## src/rtl/lut_arbiter.sv

```systemverilog
// Two-requester arbiter in front of a combinational lookup table: one lookup in flight at a time.
// Define LUT_ARBITER_RR_EN for round-robin arbitration; otherwise requester 0 has fixed priority.
module lut_arbiter #(
  parameter int SEL_W = 5,
  parameter int VAL_W = 47
) (
  input  logic             clk,
  input  logic             reset,
  input  logic             req0_valid,
  input  logic             req1_valid,
  input  logic [SEL_W-1:0] req0_sel,
  input  logic [SEL_W-1:0] req1_sel,
  output logic             req0_ready,
  output logic             req1_ready,
  output logic             rsp0_valid,
  output logic             rsp1_valid,
  output logic [VAL_W-1:0] rsp_val,
  input  logic             rsp0_ready,
  input  logic             rsp1_ready,
  output logic [SEL_W-1:0] lut_sel,
  input  logic [VAL_W-1:0] lut_val,
  output logic             busy,
  output logic [15:0]      lookup_cnt
);

  typedef enum logic [1:0] {
    IDLE   = 2'd0,
    LOOKUP = 2'd1,
    RESP   = 2'd2
  } state_t;

  state_t state, state_nxt;
  logic   gnt;           // requester owning the in-flight lookup
  logic   pick;          // arbitration winner while in IDLE
  logic   contend_pick;  // winner when both requesters are valid
  logic   accept;
  logic   done;

`ifdef LUT_ARBITER_RR_EN
  logic last_gnt;

  // Starts at requester 1 so requester 0 wins the first contention.
  always_ff @(posedge clk) begin
    if (reset) begin
      last_gnt <= 1'b1;
    end else if (accept) begin
      last_gnt <= pick;
    end
  end

  assign contend_pick = ~last_gnt;
`else
  assign contend_pick = 1'b0;
`endif

  always_comb begin
    // NOTE: every combinationally written signal gets a default first so no latch is inferred.
    pick = 1'b0;
    if (req0_valid && req1_valid) begin
      pick = contend_pick;
    end else if (req1_valid) begin
      pick = 1'b1;
    end
  end

  assign accept = (state == IDLE) && !reset && (req0_valid || req1_valid);
  assign done   = (state == RESP) && (gnt ? rsp1_ready : rsp0_ready);

  always_comb begin
    state_nxt  = state;
    req0_ready = 1'b0;
    req1_ready = 1'b0;
    rsp0_valid = 1'b0;
    rsp1_valid = 1'b0;
    busy       = 1'b1;
    case (state)
      IDLE: begin
        busy       = 1'b0;
        req0_ready = accept && !pick;
        req1_ready = accept && pick;
        if (accept) begin
          state_nxt = LOOKUP;
        end
      end
      LOOKUP: begin
        state_nxt = RESP;
      end
      RESP: begin
        rsp0_valid = !gnt;
        rsp1_valid = gnt;
        if (done) begin
          state_nxt = IDLE;
        end
      end
      default: begin
        state_nxt = IDLE;
      end
    endcase
  end

  // NOTE: sequential state uses non-blocking assignments so every register samples pre-edge values.
  always_ff @(posedge clk) begin
    if (reset) begin
      state      <= IDLE;
      gnt        <= 1'b0;
      lut_sel    <= '0;
      rsp_val    <= '0;
      lookup_cnt <= '0;
    end else begin
      state <= state_nxt;
      if (accept) begin
        gnt     <= pick;
        lut_sel <= pick ? req1_sel : req0_sel;
      end
      if (state == LOOKUP) begin
        rsp_val <= lut_val;
      end
      if (done && (lookup_cnt != 16'hFFFF)) begin
        lookup_cnt <= lookup_cnt + 16'd1;
      end
    end
  end

endmodule

```

## config.mk

```make
export PLATFORM = sky130hd
export DESIGN_NAME = lut_arbiter
export DESIGN_NICKNAME = d
export VERILOG_FILES = /design/src/rtl/lut_arbiter.sv
export SDC_FILE = /design/constraint.sdc
export NUM_CORES = 1
export LEC_CHECK = 0
export BUFFER_PORTS_ARGS = -buffer_cell sky130_fd_sc_hd__buf_4
export CAP_MARGIN = 20
export CORE_MARGIN = 2
export CORE_UTILIZATION = 45
export DETAILED_ROUTE_END_ITERATION = 8
export GPL_ROUTABILITY_DRIVEN = 0
export GPL_TIMING_DRIVEN = 0
export PLACE_DENSITY = 0.81
export SLEW_MARGIN = 15
export SYNTH_ARGS = -nofsm -noshare
export SYNTH_HDL_FRONTEND = slang
export SYNTH_SLANG_ARGS = --single-unit
```

## constraint.sdc

```tcl
create_clock -name clk -period 2 [get_ports clk]
set_input_delay 0.3 -clock clk [delete_from_list [all_inputs] [get_ports clk]]
set_output_delay 0.3 -clock clk [all_outputs]
set_load 0.1 [all_outputs]
```

==> flow_metrics.tcl, run 1 <==
set metrics [dict create \
    grt_max_degree 13 \
    core_um2 5960 \
    crit_buf_inv 0 \
    wl_um 8050 \
    cts_tree "built" \
    finalCritPeriodShare 0.948 \
    slew_headroom 0.644 \
    crit_type "reg -> reg" \
    clkLatencyLatePin_ns 0.35 \
    yosysTopAreaCell "dfxtp_1" \
    final_cells 570 \
    ys_async_sr_fraction 0 \
    synth_seq_cells 71 \
    p_leak_nw 1.72 \
    place.detailed.hpwl_um 6120 \
    fp.dieH_um 83.0 \
    postRouteAntennaNets 0 \
    synth_cells 346 \
    initial_utilization 0.471 \
    drt_iter0_drc 157 \
    post-place-ws_ns 0.0411 \
    cp-start-kind "flip-flop" \
    p_per_area_nw_per_um2 913 \
    die_area_um2 6880 \
    root_buffer "clkbuf_8" \
    grt_pass1_vias 2864 \
    postCtsHoldBufs 0 \
    rsz0062_at_grt "false" \
    io_pins 136 \
    slowest_stage "or4_4" \
    overflow 0 \
    final.setup.tns_ns 0 \
    nNetsFinal 555 \
    setup_viol 0 \
    fill_cells 491 \
    crit_arrival_ns 2.16 \
    fin_ws_ns 0.105 \
    status "complete, no violations" \
    slew_viol_final 0 \
    dp_cells 555 \
    critPathTopFamily "simple AND/OR/NAND/NOR gates" \
    critPathRequiredTime_ns 2.26 \
    synth_top_area_frac 0.507 \
    antenna_found_initial 0 \
    ys.warnings.count 0 \
    drc 0 \
    clockBufferDepth 2 \
    track_usage 0.236 \
    cts_sinks 71 \
    synth_edf_count 0 \
    drtPass1Iterations 4 \
    post-route-util 0.700 \
    via_per_inst 5.13 \
    cp_max_fo 6 \
    cts_max_level 3 \
    die_w_um 83.0 \
    cp_slowest_stage_delay_ns 0.60 \
    worst_slew_pin_slew_ns 0.535 \
    fin_skew_ns 0.0106 \
    placed_area_um2 3960 \
    synthTopCellsByArea "dfxtp_1 51%, nand2_1 14%, a21oi_1 11%" \
    cts_buffers 9 \
    cp_cell_sequence "nand2b_1 > or4_4 > or4b_1 > a21oi_1" \
    finalCriticalPeriod_ns 1.90 \
    fin_area_um2 4170 \
    antennaDiodeCount 0 \
    areaGrowthSynthToFinish_pct 48.6 \
    layout-drive-gt1-share 0.358 \
    synth_cell_type_count 31 \
    grt_pass1_wl_um 13400 \
    endpoint_kind "flip-flop" \
    hold_violations 0 \
    avgRoutedWirePerCell_um 14.1 \
    ir_drop_uv 566 \
    syn-cell-area_um2 2810 \
    portBuffers 134 \
    clk_pin_slew_ns 0.08 \
    placementRows 28 \
    hp-class "in -> reg" \
    syn_avg_cell_area_um2 8.11 \
    fmax_ghz 0.528 \
    via_count 2926 \
    synth_flop_cell "dfxtp_1" \
    max-cap-violations 0 \
    yosysSeqAreaShare 0.507 \
    syn_nets 410 \
]
cell usage in the layout (no fill, tap or decap), types with 2 or more instances in the layout:
cell type and count:
a211oi_1 5, a21oi_1 59, and2_1 3, buf_1 7, buf_4 134, bufinv_16 2, clkbuf_1 15, clkbuf_8 9
clkinv_2 2, dfxtp_1 55, dfxtp_2 10, dfxtp_4 6, inv_1 2, mux2_2 2, mux2i_1 5, nand2_1 102
nand2b_1 4, nand3_1 5, nand4_1 4, nor2_1 11, nor2b_1 6, nor3_1 2, nor4_1 4, o21ai_0 3
o311ai_0 2, o31ai_1 5, o41ai_1 5, or2_2 3, or3_1 3, or4_1 8
cells in the mapped netlist (2+ instances only):
library cell,n
buf_1,7
dfxtp_1,71
nand2_1,102
a211oi_1,5
o31ai_1,5
nand2b_1,4
or3_1,3
o41ai_1,5
inv_1,2
nor2_1,12
o311ai_0,2
o21ai_0,3
nor3_1,2
nor4_1,4
mux2_2,2
clkbuf_1,16
and2_1,3
nand3_1,5
or4_1,8
a21oi_1,59
nand4_1,4
or2_2,3
mux2i_1,6
nor2b_1,6
through the flow:
step	power [mW]	hold slack [ns]
global placement	2.60	0.442
detailed placement	2.61	0.448
floorplan	2.33	0.436
CTS	3.83	0.181
global route	3.95	0.196
finish	3.81	0.190
registers in the layout, summed over array words and instances (netlist names):
signal and cells:
lookup_cnt 16, gnt 1, rsp_val 47, lut_sel 5
state 2
where the power goes:
group	switching, mW	internal [mW]	total [mW]
combinational	0.797	0.253	1.05
sequential	0.0458	1.48	1.53
clock	0.531	0.693	1.22
logic make-up (layout without fill, tap and decap cells):
kind of cell | Yosys count | after routing | share of synthesized area
AO/OA/AOI/OAI | 82 | 82 | 0.169
adder cells (fa/ha/maj) | 1 | 1 | 0.00446
buffers and inverters | 25 | 174 | 0.0335
flip-flops | 71 | 71 | 0.507
multiplexers | 8 | 8 | 0.0294
AND/OR/NAND/NOR | 159 | 159 | 0.257
layout make-up:
type	instances	area, um2	area share
multi-input cells	250	1310	0.314
repair buffers	134	1010	0.241
clock inverters	6	85.1	0.0204
well taps	75	93.8	0.0225
clock buffers	9	124	0.0297
flip-flops and latches	71	1460	0.349
plain buffers	23	87.6	0.0210
inverters	2	7.51	0.00180
routing by layer:
layer	global-route usage	wire, um	vias up
li1	-	-	1482
met1	0.286	3360	1312
met2	0.398	4000	115
met3	0.0567	529	17
met4	0.106	159	0
met5	0	0	-
final timing paths:
check	from	endpoint	slack, ns	cells after the start
hold / removal	lut_val[38]	rsp_val[38]$_SDFFE_PP0N_	0.19	3
setup / recovery	state[0]$_SDFFE_PP0P_	lookup_cnt[14]$_SDFFE_PP0P_	0.10	4
hold reg to reg	rsp_val[35]$_SDFFE_PP0N_	rsp_val[35]$_SDFFE_PP0N_	0.46	2
setup reg to reg	state[0]$_SDFFE_PP0P_	lookup_cnt[14]$_SDFFE_PP0P_	0.10	4
worst reg2reg max path: stages, from the launching register on:
cell and delay (ns):
dfxtp_1 0.35, nand2b_1 0.22, or4_4 0.60, or4b_1 0.49, a21oi_1 0.16
repair_timing:
item,4_1_cts,5_1_grt
hold endpoints to repair,0,0
setup buffers,0,0
endpoints found under the setup margin,0,10
resized for setup,0,3
Power figures use the tool's default switching activity.
==> inputs of run 2 (changes only) <==
CELL_PAD_IN_SITES_DETAIL_PLACEMENT = 0   (was unset)
CELL_PAD_IN_SITES_GLOBAL_PLACEMENT = 1   (was unset)
CORE_UTILIZATION = 32   (was 45)
PLACE_DENSITY = 0.82   (was 0.81)
==> run 2 against run 1 <==
  * Count of clock-buffer cells in the layout grew 2
  * Critical path type unchanged
  * Worst hold slack gained 0.015 ns
  * Final cell count grew 5.8%
  * Clock power shrank 18%
  * Sequential cell count is the same
  * Core utilization shrank 21 points
  * Critical endpoint is now lookup_cnt[13]$_SDFFE_PP0P_
  * Sequential share of layout area shrank 0.11 points
  * Die area grew 39%
  * Combinational power is essentially flat
==> flow_metrics.tcl, run 2 (synthesis gave the netlist of run 1 again) <==
set metrics [dict create \
    status "complete, no violations" \
    track_usage 0.173 \
    root_buffer "clkbuf_8" \
    grt_pass1_wl_um 13600 \
    overflow 0 \
    postRouteAntennaNets 0 \
    endpoint_kind "flip-flop" \
    drt_iter0_drc 106 \
    portBuffers 134 \
    cts_sinks 71 \
    wl_um 8260 \
    cts_buffers 9 \
    cp_max_fo 6 \
    layout_commonest_cell "buf_4" \
    antennaDiodeCount 0 \
    worst_slew_pin_slew_ns 0.545 \
    hold_violations 0 \
    slew_viol_final 0 \
    ir_drop_uv 369 \
    place.detailed.hpwl_um 6100 \
    clkLatencyLatePin_ns 0.34 \
    max-cap-violations 0 \
    largest_reg_flops 47 \
    rsz0062_at_grt "true" \
    postCtsSetupBuffers 0 \
    cp-start-kind "flip-flop" \
    via_per_inst 4.86 \
    core_um2 8590 \
    final_cell_mix "134 x buf_4, 102 x nand2_1, 59 x a21oi_1, 55 x dfxtp_1, 14 x clkbuf_1" \
    die_area_um2 9530 \
    drtPass1Iterations 5 \
    p_leak_nw 1.70 \
    fill_cells 869 \
    clockBufferDepth 2 \
    drc 0 \
    crit_arrival_ns 2.19 \
    largestRegisters "rsp_val (47), lookup_cnt (16), lut_sel (5)" \
    slew_headroom 0.636 \
    initial_utilization 0.326 \
    crit_type "reg -> reg" \
    clk_pin_slew_ns 0.08 \
    p_per_area_nw_per_um2 854 \
    fmax_ghz 0.517 \
    placementRows 34 \
    whs_path_depth 3 \
    post-route-util 0.487 \
    postCtsHoldBufs 0 \
    fin_skew_ns 0.00780 \
    grt_max_degree 12 \
    areaGrowthSynthToFinish_pct 49.1 \
    fin_area_um2 4180 \
    die_w_um 97.6 \
    via_count 2933 \
    setup_viol 0 \
    regMostFlops "rsp_val" \
    nNetsFinal 555 \
    power_mw 3.57 \
    finalCritPeriodShare 0.967 \
    critPathRequiredTime_ns 2.26 \
    io_pins 136 \
    finalCriticalPeriod_ns 1.93 \
    fp.dieH_um 97.6 \
    cts_max_level 3 \
    cts_tree "built" \
    reg2reg_depth 4 \
    layout-drive-gt1-share 0.366 \
    hp-class "in -> reg" \
    grt_pass1_vias 2803 \
    avgRoutedWirePerCell_um 13.7 \
    placed_area_um2 4000 \
    antenna_found_initial 0 \
]
==> run 2: cell types whose count changed in the layout (fill, tap and decap cells not counted), sizes merged <==
cell,delta
bufinv,-2
clkbuf,+2
clkinvlp,+1
inv,-1
==> run 2: what timing repair did <==
item,CTS,global route
pin swaps,0,1
gates resized for setup,2,8
endpoints found under the setup margin,1,17
==> run 2: path summary, 6_finish.rpt <==
kind | from | to | slack [ns]
worst max-delay path | state[0]$_SDFFE_PP0P_ | lookup_cnt[13]$_SDFFE_PP0P_ | 0.07
worst min-delay path | lut_val[4] | rsp_val[4]$_SDFFE_PP0N_ | 0.21
worst max register to register | state[0]$_SDFFE_PP0P_ | lookup_cnt[13]$_SDFFE_PP0P_ | 0.07
worst min register to register | rsp_val[3]$_SDFFE_PP0N_ | rsp_val[3]$_SDFFE_PP0N_ | 0.46
==> run 2: cell type report <==
class                           instances  area, um2  share of cell area
Tap cell                              108        135              0.0323
Clock buffer                           11        141              0.0338
Timing Repair Buffer                  134       1010               0.241
Sequential cell                        71       1460               0.348
Multi-Input combinational cell        250       1320               0.316
Buffer                                 23       90.1              0.0215
Clock inverter                          4       22.5             0.00538
Inverter                                2       7.51             0.00179
==> run 2: critical path: stages, from the launching register on <==
cell      delay (ns)
dfxtp_1         0.35
nand2b_1        0.25
or4_4           0.61
or4_1           0.49
a21oi_1         0.15
==> run 2: metal layers <==
metal	vias to the layer above	track usage	wire, um	share of wire
li1	1482	-	-	-
met1	1340	0.229	3610	0.44
met2	102	0.272	3920	0.48
met3	9	0.0460	603	0.073
met4	0	0.0641	124	0.015
met5	-	0	0	0
==> run 2: where the power goes <==
group	switching [mW]	total (mW)	internal [mW]
Combinational	0.795	1.05	0.254
Sequential	0.0458	1.53	1.48
Clock	0.523	0.995	0.471
==> run 2: through the flow <==
step	setup slack (ns)	TNS [ns]	hold slack [ns]	std cells
5_1_grt	-0.0349	-0.125	0.187	603
4_1_cts	0.00275	0	0.190	603
3_3_place_gp	0.00242	0	0.443	588
3_5_place_dp	-0.00604	-0.00604	0.447	588
6_report	0.0669	0	0.205	603
2_1_floorplan	-0.0184	-0.0184	0.436	346
==> inputs of run 3 (changes only) <==
CORE_ASPECT_RATIO = 0.5   (was unset)
==> run 3 against run 2 <==
  * Core utilization grew 1.9 points
  * Setup slack improved by 0.026 ns
  * Count of clock-buffer cells in the layout is 1 lower
  * Highest routed layer unchanged
==> flow_metrics.tcl, run 3 (synthesis gave the netlist of run 1 again) <==
set metrics [dict create \
    layout-drive-gt1-share 0.365 \
    critPathRequiredTime_ns 2.25 \
    overflow 0 \
    endpoint_kind "flip-flop" \
    via_count 2833 \
    r2r-start "state[0]$_SDFFE_PP0P_" \
    antenna_found_initial 0 \
    cp-startpoint "state[0]$_SDFFE_PP0P_" \
    track_usage 0.172 \
    root_buffer "clkbuf_16" \
    die_w_um 136 \
    die_area_um2 9580 \
    placementRows 24 \
    reg2reg_depth 4 \
    clk_pin_slew_ns 0.06 \
    crit_arrival_ns 2.15 \
    grt_pass1_vias 2621 \
    seq_area_um2 1460 \
    cts_max_level 3 \
    slew_headroom 0.652 \
    fin_skew_ns 0.00897 \
    p_per_area_nw_per_um2 1010 \
    max-cap-violations 0 \
    io_pins 136 \
    fp.dieH_um 70.2 \
    setup_viol 0 \
    fin_area_um2 4360 \
    slew_viol_final 0 \
    postRouteAntennaNets 0 \
    finalCriticalPeriod_ns 1.91 \
    areaGrowthSynthToFinish_pct 55.4 \
    grt_max_degree 13 \
    nNetsFinal 555 \
    postCtsSetupBuffers 0 \
    fin_ws_ns 0.0934 \
    p_leak_nw 1.79 \
    avgRoutedWirePerCell_um 13.1 \
    largestRegisters "rsp_val (47), lookup_cnt (16), lut_sel (5)" \
    hp-class "in -> reg" \
    power_mw 4.39 \
    grt_pass1_wl_um 12900 \
    clkLatencyLatePin_ns 0.33 \
    initial_utilization 0.325 \
    portBuffers 134 \
    ir_drop_uv 514 \
    crit_type "reg -> reg" \
    reg2reg_slack_ns 0.09 \
    clockBufferDepth 2 \
    layout_commonest_cell "buf_4" \
    cp-start-kind "flip-flop" \
    hold_violations 0 \
    via_per_inst 4.62 \
    fill_cells 883 \
    wl_um 8050 \
    cts_buffers 9 \
    postCtsHoldBufs 0 \
    largest_reg_flops 47 \
    regToRegEndpoint "lookup_cnt[15]$_SDFFE_PP0P_" \
    finalCritPeriodShare 0.953 \
    status "complete, no violations" \
    drc 0 \
    cts_tree "built" \
    fmax_ghz 0.524 \
    multi_input_area_um2 1320 \
    core_um2 8620 \
    hold_ws_ns 0.213 \
    drtPass1Iterations 4 \
    place.detailed.hpwl_um 5840 \
    regMostFlops "rsp_val" \
    drt_iter0_drc 117 \
    rsz0062_at_grt "true" \
    final.setup.tns_ns 0 \
    antennaDiodeCount 0 \
    final_cell_mix "134 x buf_4, 102 x nand2_1, 59 x a21oi_1, 55 x dfxtp_1, 14 x clkbuf_1" \
    worst_slew_pin_slew_ns 0.521 \
    cts_sinks 71 \
    post-place-ws_ns -0.0702 \
    cp_max_fo 6 \
    crit_path_end "lookup_cnt[15]$_SDFFE_PP0P_" \
    placed_area_um2 4010 \
]
-- run 3: worst min-delay path by stage --
stage                                   startpoint                  endpoint  slack, ns  cells after the start
after floorplan                         lut_val[0]   rsp_val[0]$_SDFFE_PP0N_       0.44                      2
after global placement    rsp_val[13]$_SDFFE_PP0N_  rsp_val[13]$_SDFFE_PP0N_       0.44                      2
after detailed placement  rsp_val[14]$_SDFFE_PP0N_  rsp_val[14]$_SDFFE_PP0N_       0.45                      2
after CTS                              lut_val[24]  rsp_val[24]$_SDFFE_PP0N_       0.20                      3
after global routing                   lut_val[24]  rsp_val[24]$_SDFFE_PP0N_       0.21                      3
final                                  lut_val[22]  rsp_val[22]$_SDFFE_PP0N_       0.21                      3
-- run 3: where the power goes --
part	switching, mW	leakage [nW]	internal (mW)
logic	0.796	1.03	0.254
registers	0.0428	0.589	1.49
clock network	0.595	0.166	1.22
-- run 3: per-layer routing --
metal | track usage | wire length, um | up-vias
met4 | 0.0451 | 76 | 0
met3 | 0.0494 | 369 | 6
met2 | 0.281 | 3900 | 57
met1 | 0.224 | 3710 | 1285
li1 | - | - | 1485
met5 | 0 | 0 | -
-- run 3: layout make-up --
| type | instances | share of cell area |
|---|---|---|
| Clock buffer | 10 | 0.0525 |
| Inverter | 2 | 0.00172 |
| Timing Repair Buffer | 134 | 0.231 |
| Buffer | 23 | 0.0209 |
| Sequential cell | 71 | 0.334 |
| Clock inverter | 6 | 0.0250 |
| Tap cell | 117 | 0.0336 |
| Multi-Input combinational cell | 250 | 0.302 |
-- run 3: metrics by stage --
| stage | util | instances |
|---|---|---|
| after floorplan | - | 346 |
| final | 0.506 | 613 |
| after global routing | 0.506 | 613 |
| after global placement | 0.465 | 597 |
| after CTS | 0.505 | 613 |
| after detailed placement | 0.465 | 597 |
-- run 3: worst max-delay path, stage by stage (launching register included) --
cell,delay (ns)
dfxtp_1,0.34
nand2b_1,0.25
or4_4,0.61
or4_1,0.49
a21oi_1,0.15
-- run 3: what timing repair did --
item | in CTS | in global routing
endpoints found under the setup margin | 1 | 9
gates resized for setup | 1 | 8
endpoints found under the hold margin | 0 | 0
